## src/rtl/isa_pkg.sv

```systemverilog
// Shared RV32I definitions: opcode constants, instruction format enumeration, field bundle.
// Latency: n/a (types, constants and pure combinational helpers only).
// Backpressure: n/a.
package isa_pkg;

    localparam logic [6:0] OPC_LOAD     = 7'b0000011;
    localparam logic [6:0] OPC_MISC_MEM = 7'b0001111;
    localparam logic [6:0] OPC_OP_IMM   = 7'b0010011;
    localparam logic [6:0] OPC_AUIPC    = 7'b0010111;
    localparam logic [6:0] OPC_STORE    = 7'b0100011;
    localparam logic [6:0] OPC_OP       = 7'b0110011;
    localparam logic [6:0] OPC_LUI      = 7'b0110111;
    localparam logic [6:0] OPC_BRANCH   = 7'b1100011;
    localparam logic [6:0] OPC_JALR     = 7'b1100111;
    localparam logic [6:0] OPC_JAL      = 7'b1101111;
    localparam logic [6:0] OPC_SYSTEM   = 7'b1110011;

    typedef enum logic [2:0] {FMT_R, FMT_I, FMT_S, FMT_B, FMT_U, FMT_J} fmt_e;

    // One instruction's worth of fields as carried through the encoder pipeline.
    typedef struct packed {
        logic [6:0]  opcode;
        logic [4:0]  rd;
        logic [4:0]  rs1;
        logic [4:0]  rs2;
        logic [2:0]  funct3;
        logic [6:0]  funct7;
        logic [31:0] imm;
    } fields_t;

    function automatic logic opcode_known(input logic [6:0] opc);
        case (opc)
            OPC_LOAD, OPC_MISC_MEM, OPC_OP_IMM, OPC_AUIPC, OPC_STORE, OPC_OP,
            OPC_LUI, OPC_BRANCH, OPC_JALR, OPC_JAL, OPC_SYSTEM: return 1'b1;
            default:                                            return 1'b0;
        endcase
    endfunction

    // Unknown opcodes fall back to I-format so a deterministic word is still produced.
    function automatic fmt_e opcode_fmt(input logic [6:0] opc);
        case (opc)
            OPC_OP:             return FMT_R;
            OPC_STORE:          return FMT_S;
            OPC_BRANCH:         return FMT_B;
            OPC_LUI, OPC_AUIPC: return FMT_U;
            OPC_JAL:            return FMT_J;
            default:            return FMT_I;
        endcase
    endfunction

    // True when v is the sign-extension of v[msb], i.e. bits [31:msb] are all equal.
    function automatic logic fits_signed(input logic [31:0] v, input int msb);
        logic [31:0] t;
        t = 32'($signed(v) >>> msb);
        return (t == '0) || (t == '1);
    endfunction

endpackage

```

## src/rtl/inst_pack.sv

```systemverilog
// Packs RV32I fields into a 32-bit word and flags immediates/opcodes that do not fit.
// Latency: purely combinational.
// Backpressure: none; the enclosing pipeline qualifies the result.
module inst_pack
    import isa_pkg::*;
(
    input  logic [6:0]  opcode,
    input  logic [4:0]  rd,
    input  logic [4:0]  rs1,
    input  logic [4:0]  rs2,
    input  logic [2:0]  funct3,
    input  logic [6:0]  funct7,
    input  logic [31:0] imm,
    output logic [31:0] inst,
    output logic        err
);

    fmt_e       fmt;
    logic [4:0] rs1_eff;

    // Format-driven bit placement plus range check; the truncated word is always produced.
    always_comb begin
        fmt     = opcode_fmt(opcode);
        // LUI has no rs1; zero it so the word matches what the decoder reports.
        rs1_eff = (opcode == OPC_LUI) ? 5'd0 : rs1;
        inst    = '0;
        err     = !opcode_known(opcode);
        case (fmt)
            FMT_R: begin
                inst = {funct7, rs2, rs1_eff, funct3, rd, opcode};
            end
            FMT_I: begin
                inst = {imm[11:0], rs1_eff, funct3, rd, opcode};
                if (!fits_signed(imm, 11)) err = 1'b1;
            end
            FMT_S: begin
                inst = {imm[11:5], rs2, rs1_eff, funct3, imm[4:0], opcode};
                if (!fits_signed(imm, 11)) err = 1'b1;
            end
            FMT_B: begin
                inst = {imm[12], imm[10:5], rs2, rs1_eff, funct3, imm[4:1], imm[11], opcode};
                if (!fits_signed(imm, 12) || imm[0]) err = 1'b1;
            end
            FMT_U: begin
                inst = {imm[31:12], rd, opcode};
                if (imm[11:0] != 12'd0) err = 1'b1;
            end
            FMT_J: begin
                inst = {imm[20], imm[10:1], imm[11], imm[19:12], rd, opcode};
                if (!fits_signed(imm, 20) || imm[0]) err = 1'b1;
            end
            default: begin
                inst = '0;
                err  = 1'b1;
            end
        endcase
    end

endmodule

```

## src/rtl/inst_encode.sv

```systemverilog
// RV32I instruction encoder: two-stage valid/ready pipeline around inst_pack, plus delivered-word counter.
// Latency: 2 cycles from acceptance to out_valid; 1 word/cycle sustained with out_ready high.
// Backpressure: each stage advances only if the next is empty or draining; in_ready = !s1 || !s2 || out_ready.
module inst_encode
    import isa_pkg::*;
(
    input  logic        clk,
    input  logic        resetn,
    input  logic        in_valid,
    output logic        in_ready,
    input  logic [6:0]  opcode,
    input  logic [4:0]  rd,
    input  logic [4:0]  rs1,
    input  logic [4:0]  rs2,
    input  logic [2:0]  funct3,
    input  logic [6:0]  funct7,
    input  logic [31:0] imm,
    output logic        out_valid,
    input  logic        out_ready,
    output logic [31:0] inst,
    output logic        err,
    output logic [15:0] count
);

    logic        s1_valid_q, s1_valid_d;
    fields_t     s1_q, s1_d;
    logic        out_valid_q, out_valid_d;
    logic [31:0] inst_q, inst_d;
    logic        err_q, err_d;
    logic [15:0] count_q, count_d;

    logic        s2_rdy;
    logic [31:0] pk_inst;
    logic        pk_err;

    inst_pack u_pack (
        .opcode (s1_q.opcode),
        .rd     (s1_q.rd),
        .rs1    (s1_q.rs1),
        .rs2    (s1_q.rs2),
        .funct3 (s1_q.funct3),
        .funct7 (s1_q.funct7),
        .imm    (s1_q.imm),
        .inst   (pk_inst),
        .err    (pk_err)
    );

    // Stage 2 can take a word when it is empty or its word leaves this cycle.
    assign s2_rdy   = !out_valid_q || out_ready;
    assign in_ready = !s1_valid_q || s2_rdy;

    // Next-state for both stages and the handshake counter.
    always_comb begin
        s1_valid_d  = s1_valid_q;
        s1_d        = s1_q;
        out_valid_d = out_valid_q;
        inst_d      = inst_q;
        err_d       = err_q;
        count_d     = count_q;
        if (in_ready) begin
            s1_valid_d = in_valid;
            if (in_valid) begin
                s1_d = '{opcode: opcode, rd: rd, rs1: rs1, rs2: rs2,
                         funct3: funct3, funct7: funct7, imm: imm};
            end
        end
        // Output word only changes when stage 2 may move, so it is held while stalled.
        if (s2_rdy) begin
            out_valid_d = s1_valid_q;
            if (s1_valid_q) begin
                inst_d = pk_inst;
                err_d  = pk_err;
            end
        end
        if (out_valid_q && out_ready) count_d = count_q + 16'd1;
    end

    // Pipeline and counter state; reset discards anything in flight.
    always_ff @(posedge clk or negedge resetn) begin
        if (!resetn) begin
            s1_valid_q  <= 1'b0;
            s1_q        <= '0;
            out_valid_q <= 1'b0;
            inst_q      <= '0;
            err_q       <= 1'b0;
            count_q     <= '0;
        end else begin
            s1_valid_q  <= s1_valid_d;
            s1_q        <= s1_d;
            out_valid_q <= out_valid_d;
            inst_q      <= inst_d;
            err_q       <= err_d;
            count_q     <= count_d;
        end
    end

    assign out_valid = out_valid_q;
    assign inst      = inst_q;
    assign err       = err_q;
    assign count     = count_q;

endmodule

```

## config.mk

```make
export PLATFORM = sky130hd
export DESIGN_NAME = inst_encode
export DESIGN_NICKNAME = d
export VERILOG_FILES = /design/src/rtl/isa_pkg.sv /design/src/rtl/inst_pack.sv /design/src/rtl/inst_encode.sv
export SDC_FILE = /design/constraint.sdc
export NUM_CORES = 1
export LEC_CHECK = 0
export ABC_AREA = 1
export ABC_CLOCK_PERIOD_IN_PS = 2100
export BUFFER_PORTS_ARGS = -buffer_cell sky130_fd_sc_hd__buf_2
export CORE_AREA = 3 3 112 114
export CTS_BUF_LIST = sky130_fd_sc_hd__clkbuf_2
export CTS_CLUSTER_SIZE = 20
export DETAILED_ROUTE_END_ITERATION = 16
export DIE_AREA = 0 0 115 117
export GPL_TIMING_DRIVEN = 0
export PLACE_DENSITY = 0.7
export SLEW_MARGIN = 0
export SYNTH_ARGS = -nofsm -noshare
export SYNTH_HDL_FRONTEND = slang
export SYNTH_SLANG_ARGS = --single-unit
```

## constraint.sdc

```tcl
create_clock -name clk -period 2.1 [get_ports clk]
set_clock_uncertainty 0.15 [all_clocks]
set_input_delay 0.63 -clock clk [delete_from_list [all_inputs] [get_ports clk]]
set_output_delay 0.63 -clock clk [all_outputs]
set_load 0.03 [all_outputs]
```

# Yosys cells after proc, flatten, opt, wreduce, memory -nomap -nowiden

Index checks and enable logic that the tools add are counted.

Add/sub/neg operators: 1
Equality and inequality tests: 19
Muxes and demuxes: 9
Reductions and logical operators: 23

Operators by type and width:

| operator                                            | number |
|---|---|
| case mux 32 bit (6 select lines)                    | 1 |
| equality test 32 bit, second input constant         | 3 |
| logical NOT 32 bit                                  | 3 |
| equality test 7 bit, second input constant          | 4 |
| equality test 7 x 6 -> 1 bit, second input constant | 3 |
| adder 16 x 1 -> 16 bit, second input constant       | 1 |
| case mux 3 bit (5 select lines)                     | 1 |
| equality test 7 x 5 -> 1 bit, second input constant | 2 |
| nonzero test 12 bit                                 | 1 |
| OR reduction 11 bit                                 | 1 |
| equality test 7 x 2 -> 1 bit, second input constant | 1 |
| equality test 7 x 4 -> 1 bit, second input constant | 1 |
| logical OR 1 bit                                    | 7 |
| equality test 3 x 2 -> 1 bit, second input constant | 2 |
| equality test 3 bit, second input constant          | 2 |
| logical NOT 1 bit                                   | 5 |
| two-way mux 1 bit                                   | 5 |
| two-way mux 5 bit                                   | 1 |
| case mux 1 bit (5 select lines)                     | 1 |
| AND reduction 2 bit                                 | 2 |
| OR reduction 2 bit                                  | 2 |
| equality test 3 x 1 -> 1 bit, second input constant | 1 |
| logical NOT 3 bit                                   | 1 |
| logical AND 1 bit                                   | 1 |

Bits in registers: 115
Input port bits: 68
Output and inout port bits: 51
Logic and storage cells: 64

# Longest topological paths before layout

Gate-level depths: netlist of the first run.

Depth after elaboration: 6
Mapped depth: 11
Depth with buffers taken out: 10

# Cells and area by module

A second synthesis of the first run with hierarchy kept.

Cells, all modules: 658
Area, all modules: 5,607.9 µm²

By module, submodules not included:

| module      | times used | cells an instance | area an instance (µm²) |
|---|---|---|---|
| inst_encode | 1          | 465               | 4,662.0 |
| inst_pack   | 1          | 193               | 945.9 |

# Worst setup path before layout of the first run

Ideal clock, no wire load.

Path type: input-to-reg
Start: input out_ready
End: register s1_q[27] (netlist name)
Library setup time: 125 ps
Arrival time: 1,769 ps
Path slack: 56 ps
Stages on the path: 5
Path buffers: 1
Cell sequence: inv_1 -> nand3_1 -> nand2_1 -> buf_2 -> mux2_2

Word-level cells in the longest chain between the ends: 3

Ends and longest elaborated chain:

| item                                 | line              | source |
|---|---|---|
| from (decl)                          | inst_encode.sv:19 | `input logic out_ready,` |
| logical OR 1 bit                     | inst_encode.sv:49 | `assign s2_rdy = !out_valid_q \|\| out_ready;` |
| logical OR 1 bit                     | inst_encode.sv:50 | `assign in_ready = !s1_valid_q \|\| s2_rdy;` |
| named net in_ready                   | inst_encode.sv:10 | `output logic in_ready,` |
| AND reduction 2 bit (no source line) | -                 |  |
| to (signal assigned)                 | inst_encode.sv:82 | `s1_q <= '0;` |
| to (signal assigned)                 | inst_encode.sv:89 | `s1_q <= s1_d;` |
| to (decl)                            | inst_encode.sv:26 | `fields_t s1_q, s1_d;` |

The timed path passes the listed nets, and every way through them passes these cells.
A chain may end at the register's enable or synchronous reset.

# Final worst setup path of the first run

Start: register out_valid_q (netlist: out_valid)
End: output out_valid

RTL lines:

| item                   | line              | source |
|---|---|---|
| from (decl)            | inst_encode.sv:27 | `logic out_valid_q, out_valid_d;` |
| from (signal assigned) | inst_encode.sv:90 | `out_valid_q <= out_valid_d;` |
| to (decl)              | inst_encode.sv:18 | `output logic out_valid,` |

No word-level cell between the ends.

==> impl_results.md, run 1 <==
* Worst skew pair latency at 0.69 ns
* Clock Tree Buf Depth at 2
* Worst reg2reg path depth at 9
* Grt ovf at 0
* Fin crit period at 2.162 ns
* Site Rows at 39
* ANT nets after route at 0
* Top cells by area, synth: dfrtp_1 55%, nand2_1 10%, mux2_2 7.3%
* Max layer used: met5
* Avg Cell Area, Syn at 9.094 sq um
* Final Total Pwr at 7217 uW
* Pre-antenna DRT Iters at 5
* Top cells by count, synth: 141 x nand2_1, 115 x dfrtp_1, 75 x nor2_1, 45 x inv_1, 39 x a21oi_1
* Ys Warns at 0
* R2r startpoint: s1_q[58]
* Leakage at 0.003807 uW
* Final period util at 103.0%
* Final setup fails at 2
* Die W at 115 um
* Synthesis-to-layout area growth at 43.00%
* Critical path depth in cells at 2
* Area leader, netlist: dfrtp_1
* Layout cells sized above 1 at 31.96%
* Vias in the first global route at 4,907
* Most common cell in the synthesized netlist: nand2_1
* CP max-delay cell: dfrtp_1
* Cell area after synthesis at 5229 sq um
* Sequential cell area at 2878 sq um
* PD cells at 965.1 nW/um^2
* Critical Path Source Type: register
* Post-Syn Instances at 575
* CP Capture Type: output port
* Top-area cell type share of the netlist area at 55.04%
* Sink Count at 115
* Fillers at 930
* Buf/Inv on CP at 2
* Hold path start: imm[29]
* Actual transition at the worst max-transition pin at 0.5334 ns
* WP data required at 1.32 ns
* # IOs at 119
* Vias per cell at 5.073
* Worst hold stages at 3
* Setup ws final at -0.06211 ns
* Worst VDD drop at 561.7 uV
* Initial Util at 45.40%
* Pre-CTS WS at -0.1637 ns
* Initial antenna violation count at 1
* Buffers on Ports at 118
* Crit Path Class: register to output port
* Async SR Flop Fraction at 100.0%
* Synth cell types at 36
* CTS tree: built
* Slew margin rel. at 64.44%
* Worst path arrival time at 1.38 ns
* Final Wtd Congestion at 0.8820
* Die Area at 13,460 sq um
* Layout Nets at 882
* Core area at 11,520 sq um
* Total track usage at 24.56%
* CTS clk-pin slew, worst paths at 0.16 ns
* #FFs+latches synth at 115
* First-pass GRT wire length at 25.05 mm
* Final max-slew violation count at 0
* Critical Path Fanout Max at 2
* Sequential-to-total area share from yosys stat at 55.04%
* WL met2 at 7.825 mm
* Detailed-route via count at 4,901
* M1 WL at 7.013 mm
* Area occupied by multi-input gates at 2098 sq um
* Final Hold Vio Count at 0
* 1st-iter DRT viols at 298
* Syn Nets at 644
* Ant. Diodes at 0
* Highest Clock Rate at 0.4625 GHz
* Failing checks: setup timing
* Largest net degree at the start of global routing at 72
* Metal3 WL at 901 um
* CP dominant cell by count: buf_6
* Average wire per standard cell at 16.68 um
* CP Cell Sequence: buf_6 -> buf_6
* Family with the most delay on the worst path: flip-flops
* Post-synth top flop: dfrtp_1
* TritonCTS buffer count at 17
* RSZ-0062 raised after global routing: yes
* CTS H-tree depth at 4
* Max-cap violation count at 0
* Crit path from: out_valid
* Post-synth EDFFs at 0
* DRC viols at 0
* Status: finished with violations
* Type of the worst min-delay path: input pin to register
* Max incr delay on CP at 0.43 ns
* Chip height at 117 um
* Clock root buffer: clkbuf_2
* Post-DP HPWL at 10.81 mm
* Drt total wl at 16.11 mm
final timing paths:
check / slack, ns / endpoint
min in group asynchronous: 0.26 / count[4]
worst max register to register: 0.09 / inst[26]
worst min-delay path: 0.04 / s1_q[29]
worst max-delay path: -0.06 / out_valid
worst min register to register: 0.37 / inst[16]
max in group asynchronous: 0.83 / s1_q[15]
per-layer routing:
layer  global-route usage, %  vias up
met2                   40.55      182
met1                   31.44     2352
met4                   9.233        2
met3                   6.118       34
met5                       0        -
li1                        -     2331
per-stage QoR:
stage          std cells  cell area [sq um]  hold WS, ns   TNS, ns  utilization [%]
6_report             966               7477      0.03919  -0.09879            64.93
5_1_grt              966               7477     0.002799    -2.063            64.93
4_1_cts              946               7224    0.0002704   -0.2819            62.73
3_5_place_dp         837               6032       0.3131    -7.261            52.38
3_3_place_gp         836               5998       0.3090   -132.31            52.09
2_1_floorplan        575               5229       0.1844         0                -
flip-flops by register name, summed over array words and instances, names as in the netlist:
name / cells
count: 16
s1_valid_q: 1
inst: 32
out_valid: 1
s1_q: 64
err: 1
logic make-up after synthesis:
kind of cell             after synthesis  share of synthesized area, %
multiplexers                          34                         7.322
buffers and inverters                 67                         5.216
XOR/XNOR                              15                         2.513
adder cells (fa/ha/maj)                1                        0.2393
AO/OA/AOI/OAI                         83                         8.495
AND/OR/NAND/NOR                      260                         21.18
flip-flops                           115                         55.04
cells in the final DEF (no fill, tap or decap), types with 4 or more instances in the layout:
cell / count
a21oi_1: 39
xor2_1: 8
nand3_1: 18
clkbuf_1: 4
dfrtp_1: 115
mux2_2: 34
nand2_2: 6
buf_6: 54
nor2_1: 75
buf_2: 77
inv_1: 45
o21ai_0: 24
buf_4: 46
xnor2_1: 7
clkbuf_2: 22
dlygate4sd3_1: 53
nand4_1: 4
nand2_1: 139
o22ai_1: 4
o21ai_1: 8
power breakdown:
group / leakage (uW) / switching, uW / internal [uW]
combinational: 0.00231 / 1470 / 1250
sequential: 0.00136 / 374 / 2670
clock: 0.000144 / 801 / 652
total: 0.00381 / 2650 / 4570
what timing repair did:
item	4_1_cts	5_1_grt
gates resized for setup	79	39
setup buffers	28	19
hold buffers	52	1
endpoints found under the setup margin	45	60
pin swaps	1	1
hold endpoints to repair	95	1
final cells by class:
class                      count  area share [%]
sequential                   115           38.49
buffer                        18           1.205
inverter                      49           2.460
tap                          143           2.393
multi-input combinational    393           28.06
clock buffer                  21           1.406
clock inverter                 8           1.506
timing repair buffer         219           24.48
worst register-to-register path: stages, from the launching register on:
cell,delay (ns)
dfrtp_1,0.42
nand2_2,0.14
nor3_4,0.37
nand2_4,0.15
nand3_2,0.17
nand2_2,0.13
nand2_1,0.10
nand3_1,0.14
nand2_1,0.10
nand2_1,0.05
Note: power is estimated with default switching activity, not from simulation.
==> run 2: changes to the inputs <==
- CORE_AREA: 3 3 112 114 -> 3 3 116 118
- DIE_AREA: 0 0 115 117 -> 0 0 119 121
- PLACE_DENSITY: 0.7 -> 0.69
- SYNTH_HIERARCHICAL: default -> 1
==> run 2 against run 1 <==
  * The flow still finishes with violations (setup timing)
  * Die area rose by 7.0%
  * Register-to-register slack got worse by 0.04 ns
  * Worst setup slack improved by 0.026 ns
  * Hold slack improved by 0.044 ns
  * Sequential power about the same
  * Critical path depth is the same
  * Global-route usage is 2.0 points lower
  * Routed wire length down 2.0%
  * Design area rose by 4.1%
  * First-iteration DRC count is 15% higher
  * Non-clock buffer count is 6 higher
  * Critical path type unchanged
  * Critical endpoint unchanged
  * Largest power group unchanged
  * Highest routed layer is now met4
==> impl_results.md, run 2 <==
* Status: finished with violations
* Failing checks: setup timing
* Most common cell in the synthesized netlist: nand2_1
* Initial antenna violation count at 0
* Final Total Pwr at 6899 uW
* Max FFs per register at 64
* Avg Cell Area, Syn at 8.523 sq um
* Ys Warns at 6
* Drt total wl at 15.80 mm
* Vias in the first global route at 5,374
* Fin crit period at 2.136 ns
* Crit Path Class: register to output port
* Die W at 119 um
* Worst path arrival time at 1.36 ns
* Top cells by count, synth: 234 x nand2_1, 115 x dfrtp_1, 86 x nand3_1, 39 x inv_1, 35 x nor2_1
* Worst skew pair latency at 0.65 ns
* Average wire per standard cell at 14.71 um
* Commonest non-fill, non-tap cells in the layout: 232 x nand2_1, 110 x dfrtp_1, 86 x nand3_1
* Core area at 12,570 sq um
* Actual transition at the worst max-transition pin at 0.7051 ns
* Site Rows at 41
* Clock Tree Buf Depth at 2
* Hold endpoint: s1_q[37]
* Max-cap violation count at 0
* WP data required at 1.32 ns
* Leakage at 0.004023 uW
* Worst reg2reg path depth at 7
* DRC viols at 0
* 1st-iter DRT viols at 343
* Critical Path Fanout Max at 2
* CTS H-tree depth at 4
* Pre-antenna DRT Iters at 5
* CTS clk-pin slew, worst paths at 0.16 ns
* Post-Syn Instances at 658
* Setup ws final at -0.03616 ns
* Internal cell power at 4290 uW
* Post-synth EDFFs at 0
* Final period util at 101.7%
* Crit Reg-Reg Endpoint: inst[11]
* Vias per cell at 4.984
* Comb power frac at 37.9%
* Syn Nets at 727
* Initial Util at 44.62%
* Grt ovf at 0
* Post-DP HPWL at 10.99 mm
* Post-layout instance area at 7782 sq um
* TritonCTS buffer count at 17
* Crit path from: out_valid
* Die Area at 14,400 sq um
* First-pass GRT wire length at 25.73 mm
* PD cells at 886.4 nW/um^2
* Highest Clock Rate at 0.4681 GHz
* Total track usage at 22.51%
* #FFs+latches synth at 115
* R2r startpoint: s1_q[59]
* Sink Count at 115
* Hold path start: funct7[5]
* Pre-CTS WS at -0.1981 ns
* Fillers at 1,079
* Synth cell types at 36
* Layout Nets at 958
* Type of the worst min-delay path: input pin to register
* Sequential-to-total area share from yosys stat at 51.32%
* Critical Path Source Type: register
* Sw Ratio at 37.81%
* Top-area cell type share of the netlist area at 51.32%
* Buffers on Ports at 118
* Synthesis-to-layout area growth at 38.78%
* ANT nets after route at 0
* Worst hold stages at 3
* # IOs at 119
* Chip height at 121 um
* Post-synth top flop: dfrtp_1
* Worst VDD drop at 507.4 uV
* Top cells by area, synth: dfrtp_1 51%, nand2_1 16%, nand3_1 7.7%
* Slew margin rel. at 53.00%
* Largest net degree at the start of global routing at 65
* Area leader, netlist: dfrtp_1
* Final Hold Vio Count at 0
* Async SR Flop Fraction at 100.0%
* FF-to-FF setup slack at 0.05 ns
* Clk pwr share at 17.6%
* Clock root buffer: clkbuf_2
* Switching power at 2608 uW
* Register share of total power at 44.5%
* Layout cells sized above 1 at 28.08%
* Dpl cell area at 6444 sq um
* Final setup fails at 2
* Largest Register: s1_q
* Commonest non-fill, non-tap cell in the layout: nand2_1
* Final max-slew violation count at 0
* CTS tree: built
* Final Wtd Congestion at 0.9662
* RSZ-0062 raised after global routing: yes
* CP Capture Type: output port
* Detailed-route via count at 5,353
* Cell area after synthesis at 5608 sq um
-- run 2: cell types whose count changed after synthesis, moves of 6 or more --
| cell | delta |
|---|---|
| clkbuf_1 | +6 |
| nand2_1 | +93 |
| a21oi_1 | -31 |
| o21ai_1 | -6 |
| mux2_1 | +29 |
| o21ai_0 | -19 |
| nand3_1 | +67 |
| mux2_2 | -26 |
| inv_1 | -6 |
| nor2_1 | -40 |
-- run 2: layout make-up --
type                            instances  area [sq um]  area share [%]
Antenna cell                            1         2.502         0.03215
Tap cell                              172         215.2           2.765
Clock inverter                          8         62.56          0.8039
Timing Repair Buffer                  213          1745           22.43
Multi-Input combinational cell        464          2430           31.22
Buffer                                 30         143.9           1.849
Sequential cell                       115          2884           37.06
Inverter                               48         183.9           2.363
Clock buffer                           23         115.1           1.479
-- run 2: through the flow --
step | utilization, % | cells | setup TNS, ns | hold WS [ns]
final | 61.92 | 1074 | -0.05190 | 0.08341
after global routing | 61.90 | 1073 | -0.9077 | 0.002033
after global placement | 51.03 | 948 | -125.82 | 0.3001
after floorplan | - | 658 | 0 | 0.1844
after CTS | 59.70 | 1057 | -0.3108 | 0.001244
after detailed placement | 51.27 | 949 | -0.8103 | 0.3097
-- run 2: worst max-delay path by stage --
stage | to | slack [ns] | depth (start not counted)
global route | out_valid | -0.16 | 2
finish | out_valid | -0.04 | 2
detailed placement | in_ready | -0.20 | 5
floorplan | in_ready | 0.13 | 3
CTS | out_valid | -0.13 | 2
global placement | inst[6] | -1.10 | 1
-- run 2: kinds of logic (layout without fill, tap and decap cells) --
| logic type | after synthesis | after routing | share of synthesized area [%] |
|---|---|---|---|
| other cells | 0 | 1 | 0 |
| mux | 37 | 37 | 7.430 |
| xor+xnor | 9 | 9 | 1.406 |
| flops | 115 | 115 | 51.32 |
| compound gates | 26 | 26 | 2.811 |
| fa+ha+maj | 1 | 1 | 0.2231 |
| buf+inv | 79 | 322 | 5.890 |
| simple gates | 391 | 391 | 30.92 |
-- run 2: layer usage --
| metal | global-route usage (%) | wire, um | part of all wire, % |
|---|---|---|---|
| met5 | 0 | 0 | 0 |
| met4 | 9.124 | 414 | 2.6 |
| met3 | 4.755 | 729 | 4.6 |
| met2 | 36.81 | 7767 | 49 |
| met1 | 29.26 | 6886 | 44 |
-- run 2: worst max-delay path, stage by stage, from the launching register on --
cell and delay, ns:
dfrtp_2 0.46, buf_6 0.12, buf_6 0.12
-- run 2: repair_timing --
action / CTS / global route
buffers inserted: 27 / 14
endpoints found under the setup margin: 46 / 69
pin swaps: 4 / 2
hold buffers: 51 / 2
hold endpoints to repair: 101 / 2
resized for setup: 57 / 69
-- run 2: power by group through the flow --
| stage | clock, uW | combinational (uW) | sequential, uW |
|---|---|---|---|
| after detailed placement | 0 | 1980 | 3100 |
| final | 1220 | 2610 | 3070 |
| after CTS | 1270 | 2400 | 3030 |
| after global routing | 1370 | 2830 | 3130 |
| after global placement | 0 | 1930 | 3070 |
| after floorplan | 0 | 785 | 3580 |
